==> src/rtl/st1_fetch_stage.sv <==
// Pipeline stage 1: PC, instruction fetch and IF/ID register feeding the stage-2 register file.
// Optional macro ST1_FETCH_CNT_EN adds a saturating count of accepted fetches on fetch_count.
module st1_fetch_stage #(
    parameter int unsigned         PC_WIDTH    = 16,
    parameter logic [PC_WIDTH-1:0] RESET_PC    = '0,
    parameter int unsigned         INSTR_WIDTH = 16
) (
    input  logic                   clk,
    input  logic                   rst,
    input  logic                   stall,
    input  logic                   branch_taken,
    input  logic [PC_WIDTH-1:0]    branch_target,
    output logic [PC_WIDTH-1:0]    imem_addr,
    input  logic [INSTR_WIDTH-1:0] imem_rdata,
    input  logic                   imem_ready,
    output logic [INSTR_WIDTH-1:0] if_id_instr,
    output logic [PC_WIDTH-1:0]    if_id_pc_plus2,
    output logic                   if_id_valid,
    output logic [3:0]             Opcode,
    output logic [3:0]             ReadReg1,
    output logic [3:0]             ReadReg2
`ifdef ST1_FETCH_CNT_EN
    ,
    output logic [15:0]            fetch_count
`endif
);

    logic [PC_WIDTH-1:0] pc;
    logic [PC_WIDTH-1:0] pcPlus2;
    logic [PC_WIDTH-1:0] redirectPc;
    logic                accept;

    always_comb begin
        pcPlus2    = pc + PC_WIDTH'(2);
        redirectPc = {branch_target[PC_WIDTH-1:1], 1'b0};
        accept     = !branch_taken && !stall && imem_ready;
        imem_addr  = pc;
        Opcode     = if_id_instr[15:12];
        ReadReg1   = if_id_instr[11:8];
        ReadReg2   = if_id_instr[7:4];
    end

    // Redirect beats stall, stall beats a memory wait, so a stalled IF/ID is never bubbled.
    always_ff @(posedge clk or posedge rst) begin
        if (rst) begin
            pc             <= RESET_PC;
            if_id_instr    <= '0;
            if_id_pc_plus2 <= '0;
            if_id_valid    <= 1'b0;
        end else if (branch_taken) begin
            pc             <= redirectPc;
            if_id_instr    <= '0;
            if_id_pc_plus2 <= '0;
            if_id_valid    <= 1'b0;
        end else if (stall) begin
            pc             <= pc;
        end else if (!imem_ready) begin
            if_id_instr    <= '0;
            if_id_pc_plus2 <= '0;
            if_id_valid    <= 1'b0;
        end else begin
            pc             <= pcPlus2;
            if_id_instr    <= imem_rdata;
            if_id_pc_plus2 <= pcPlus2;
            if_id_valid    <= 1'b1;
        end
    end

`ifdef ST1_FETCH_CNT_EN
    always_ff @(posedge clk or posedge rst) begin
        if (rst) begin
            fetch_count <= '0;
        end else if (accept && (fetch_count != '1)) begin
            fetch_count <= fetch_count + 16'd1;
        end
    end
`else
    logic unusedAccept;
    assign unusedAccept = accept;
`endif

endmodule

==> config.mk <==
export PLATFORM = sky130hd
export DESIGN_NAME = st1_fetch_stage
export DESIGN_NICKNAME = d
export VERILOG_FILES = /design/src/rtl/st1_fetch_stage.sv
export SDC_FILE = /design/constraint.sdc
export NUM_CORES = 1
export LEC_CHECK = 0
export ABC_CLOCK_PERIOD_IN_PS = 1600
export BUFFER_PORTS_ARGS = -buffer_cell sky130_fd_sc_hd__buf_2
export CORE_MARGIN = 1
export CORE_UTILIZATION = 30
export CTS_BUF_LIST = sky130_fd_sc_hd__clkbuf_8
export DETAILED_ROUTE_END_ITERATION = 6
export GPL_ROUTABILITY_DRIVEN = 1
export GPL_TIMING_DRIVEN = 0
export PLACE_DENSITY = 0.52
export SETUP_SLACK_MARGIN = 0.02
export SYNTH_ARGS = -nofsm -noshare
export SYNTH_HDL_FRONTEND = slang
export SYNTH_SLANG_ARGS = --single-unit
==> constraint.sdc <==
create_clock -name clk -period 1.6 [get_ports clk]
set_input_delay 0 -clock clk [delete_from_list [all_inputs] [get_ports clk]]
set_output_delay 0 -clock clk [all_outputs]
set_load 0.01 [all_outputs]
=== Word level (Yosys, flattened, before mapping) ===
Cells that the tools add are included.

* Word-level logic and storage cells: 20
* Output and inout bits: 61
* Register bits after elaboration: 49
* Bits of input ports: 37

* Add/subtract/negate cells: 1
* Reduce and logical (&&, ||, !) cells: 2
* Muxes and demuxes: 12
* Equal/unequal tests: 1

{| class="wikitable"
|+ Operator list
! cell !! number
|-
| $mux W16 || 9
|-
| $add A16 B2 Y16 const B || 1
|-
| $mux W1 || 3
|-
| $ne A2 B1 Y1 const B || 1
|-
| $reduce_and A2 Y1 || 1
|-
| $reduce_bool A2 Y1 || 1
|}

=== Logic depth before layout (Yosys ltp) ===
* Word-level depth: 4
* Depth in mapped cells: 6
* Gate-level depth less buffers: 5

=== Least setup slack after synthesis ===
No wires, ideal clock.

* Path kind: register to register
* From: register pc[1], in the netlist imem_addr[1]
* To: register pc[13], in the netlist imem_addr[13]
* Library setup time: 136 ps
* Setup slack: 23 ps
* Arrival: 1,441 ps
* Data required time: 1,464 ps
* Cell stages (with the launch flop): 7
* Path buffers: 1
* Period minus slack after synthesis: 1,577 ps
* Cells stage by stage: dfrtp_1 ha_1 nand3_1 buf_2 nor4_4 xnor2_1 o21ai_0

* Cells in the longest elaborated chain, start to end: 4

{| class="wikitable"
|+ RTL lines
! element !! line !! RTL
|-
| from (decl) || 28 || <nowiki>logic [PC_WIDTH-1:0] pc;</nowiki>
|-
| from (signal assigned) || 51 || <nowiki>pc <= redirectPc;</nowiki>
|-
| from (signal assigned) || 56 || <nowiki>pc <= pc;</nowiki>
|-
| from (signal assigned) || 62 || <nowiki>pc <= pcPlus2;</nowiki>
|-
| $add A16 B2 Y16 || 34 || <nowiki>pcPlus2 = pc + PC_WIDTH'(2);</nowiki>
|-
| $mux W16 || 57 || <nowiki>end else if (!imem_ready) begin</nowiki>
|-
| $mux W16 || 55 || <nowiki>end else if (stall) begin</nowiki>
|-
| $mux W16 || 50 || <nowiki>end else if (branch_taken) begin</nowiki>
|}

Every way passes these cells. The select of a mux whose other input is x is not followed.
A chain may end at the register's enable or synchronous reset.

=== Worst setup path after layout ===
* From: register pc[5], in the netlist imem_addr[5]
* To: register pc[11], in the netlist imem_addr[11]

Same word-level chain as after synthesis.

==> impl_metrics.tcl <==
set metrics [dict create \
    timing.max_cap.violations 0 \
    whs_path_depth 3 \
    grt_start_max_net_pins 29 \
    cpPeakStageDelay_ps 350 \
    final.setup_skew_ps 8.91 \
    synth_compound_area_frac 0.122 \
    hpwlAfterDp_um 4350 \
    grt-ovfl-total 0 \
    cellLeakagePower_nw 1.74 \
    final_max_slew_viol_count 0 \
    synth_area_per_cell_sq_um 10.6 \
    crit_chain "buf_4 -> nand4_4 -> buf_8 -> nor4_4 -> xnor2_1 -> o21ai_1" \
    p_sw_frac 0.286 \
    hold_end "if_id_instr[1]" \
    critPathMaxFanout 10 \
    die-area_sq_mm 0.00835 \
    grt_pass1_wl_um 10400 \
    synth_adder_area_share 0.00522 \
    postSynthCellCount 227 \
    combPwrFrac 0.217 \
    synth_top_family_by_area "simple AND/OR/NAND/NOR gates" \
    antenna_found_initial 0 \
    max_freq_mhz 675 \
    multiInputGateArea_sq_mm 0.00103 \
    synthMuxAreaShare 0.00888 \
    period_needed_ps 1480 \
    power_w 0.00261 \
    critPathArrivalTime_ps 1650 \
    ys_types 31 \
    ant_nets 0 \
    drc 0 \
    coreArea_sq_mm 0.00773 \
    syn_nets 265 \
    yosys.area_share.simple 0.184 \
    post_drt_wl_per_cell_um 13.2 \
    setup_viol 0 \
    worstMarginPinSlew_ps 548 \
    num_antenna_cells 0 \
    cts-root-buf "clkbuf_8" \
    fillers 771 \
    synth-main-ff-cell "dfrtp_1" \
    syn-cell-area_sq_mm 0.00240 \
    num_io_pins 98 \
    cts.reportedPaths.clkPinSlew_ps 90 \
    routed-via-count 2075 \
    first_global_vias 2060 \
    p_int_w 0.00186 \
    worst_slack_ps 118 \
    row_count 32 \
    cp-end-kind "register" \
    hold_path_class "input port to register" \
    ff2ff_path_depth 6 \
    ys_seq_area_frac 0.501 \
    pre_cts_ws_ps -144 \
    vias_per_cell 4.41 \
    synthArstFlopShare 1.00 \
    cts_buffers 5 \
    powerDensity_mw_per_mm2 740 \
    clk_latency_ps 300 \
    utilization 0.456 \
    crit_required_ps 1770 \
    die_y_um 91.4 \
    setup_tns_ps 0 \
    startpoint_type "register" \
    hold_viol 0 \
    synth-xor-area-share 0.0950 \
    cts.sinks 48 \
    seq_area_sq_mm 0.00121 \
    cts_tree "done" \
    clkPwrFrac 0.260 \
    initial_core_util 0.310 \
    drtIter0Drc 74 \
    vdd_ir_drop_max_mv 0.359 \
    hold_slack_ps 206 \
    drive_gt1_frac 0.415 \
    nNetsFinal 407 \
    grt_usage 0.159 \
    synth_edf_count 0 \
    drtPass1Iterations 4 \
    routed_wl_um 6190 \
    syn_to_final_growth_pct 46.9 \
    maxSlewHeadroom 0.635 \
    period_share 0.926 \
    ys_seq_elements 48 \
    ys.warnings.count 0 \
    switchingPower_w 0.000747 \
    final_common_cell "buf_2" \
    gp_congestion 0.789 \
    r2r-end "imem_addr[11]" \
    reg2reg_slack_ps 120 \
    critPathKind "register to register" \
    status "finished, final reports clean" \
    crit_slowest_cell "dfrtp_1" \
    worstHoldStart "branch_taken" \
    clock_path_buffers 2 \
    power_frac_seq 0.523 \
    port_buffers 95 \
    final_cell_mix "buf_2 (99), dfrtp_1 (42), nand2_1 (35)" \
    die_w_um 91.4 \
    ctsHtreeMaxLevel 2 \
    reg2reg_from "imem_addr[5]" \
    rsz0062_at_grt "yes" \
]
==> timing repair <==
action,in CTS,in global routing
hold buffers,32,0
resized for setup,9,11
endpoints found under the hold margin,51,0
gates cloned,0,1
pin swaps,1,1
endpoints found under the setup margin,12,12
buffers inserted,4,2
==> per-stage QoR <==
step / instance area, sq um / cells
4_1_cts: 3480 / 468
6_report: 3520 / 471
3_5_place_dp: 3020 / 425
5_1_grt: 3520 / 471
3_3_place_gp: 3000 / 424
2_1_floorplan: 2400 / 227
==> sequential cells by signal, summed over array words and instances (netlist names) <==
name	flops
if_id_instr	16
if_id_pc_plus2	16
imem_addr	15
if_id_valid	1
==> critical path: cells and delay by family (launching register included) <==
family | cells | cell delay (ps)
AND/OR/NAND/NOR | 2 | 420
flip-flops | 1 | 350
buffers and inverters | 2 | 350
XOR/XNOR | 1 | 160
AO/OA/AOI/OAI | 1 | 70
==> per-layer routing <==
metal | vias up | part of all wire | global-route usage
met4 | 0 | 0.018 | 0.0516
met3 | 11 | 0.045 | 0.0268
met1 | 952 | 0.46 | 0.208
met2 | 70 | 0.48 | 0.268
li1 | 1042 | - | -
met5 | - | 0 | 0
==> layout make-up <==
cell class / count / share of cell area
sequential: 48 / 0.343
multi-input combinational: 145 / 0.292
tap: 102 / 0.0362
timing repair buffer: 135 / 0.246
clock inverter: 2 / 0.00249
clock buffer: 5 / 0.0195
buffer: 30 / 0.0565
inverter: 4 / 0.00426
==> cell usage after synthesis, types with 2 or more instances <==
| cell | n | share of area |
|---|---|---|
| a22o_1 | 17 | 0.062 |
| buf_2 | 4 | 0.0084 |
| buf_4 | 14 | 0.044 |
| clkbuf_1 | 8 | 0.013 |
| clkbuf_2 | 3 | 0.0063 |
| dfrtp_1 | 48 | 0.50 |
| inv_1 | 4 | 0.0063 |
| nand2_1 | 35 | 0.055 |
| nand3_1 | 3 | 0.0063 |
| nand4_4 | 3 | 0.027 |
| nor2_1 | 7 | 0.011 |
| nor3_1 | 8 | 0.017 |
| nor4_1 | 2 | 0.0052 |
| nor4_4 | 5 | 0.044 |
| o21ai_0 | 23 | 0.048 |
| o21ai_1 | 4 | 0.0084 |
| xnor2_1 | 22 | 0.080 |
| xor2_1 | 4 | 0.015 |
==> worst max path at each step <==
stage | slack, ps | cells after the start | from | end
finish | 120 | 6 | imem_addr[5] | imem_addr[11]
floorplan | 20 | 6 | imem_addr[1] | imem_addr[13]
global route | 10 | 6 | imem_addr[5] | imem_addr[10]
detailed placement | -140 | 5 | imem_addr[1] | imem_addr[15]
global placement | -240 | 2 | rst | imem_addr[7]
CTS | 40 | 5 | imem_addr[7] | imem_addr[11]
==> cells by family (layout without fill, tap and decap cells) <==
| group | Yosys count | count (layout) |
|---|---|---|
| mux | 2 | 2 |
| buf+inv | 34 | 176 |
| other cells | 1 | 1 |
| compound gates | 45 | 45 |
| fa+ha+maj | 1 | 1 |
| xor+xnor | 26 | 26 |
| simple gates | 70 | 70 |
| flops | 48 | 48 |
==> power by group through the flow <==
| stage | Combinational (W) | Clock, W | Sequential [W] |
|---|---|---|---|
| CTS | 0.000563 | 0.000715 | 0.00136 |
| detailed placement | 0.000469 | 0 | 0.00139 |
| finish | 0.000565 | 0.000677 | 0.00136 |
| global placement | 0.000462 | 0 | 0.00139 |
| floorplan | 0.000243 | 0 | 0.00141 |
| global route | 0.000626 | 0.000759 | 0.00138 |
(Power assumes the default switching activity.)
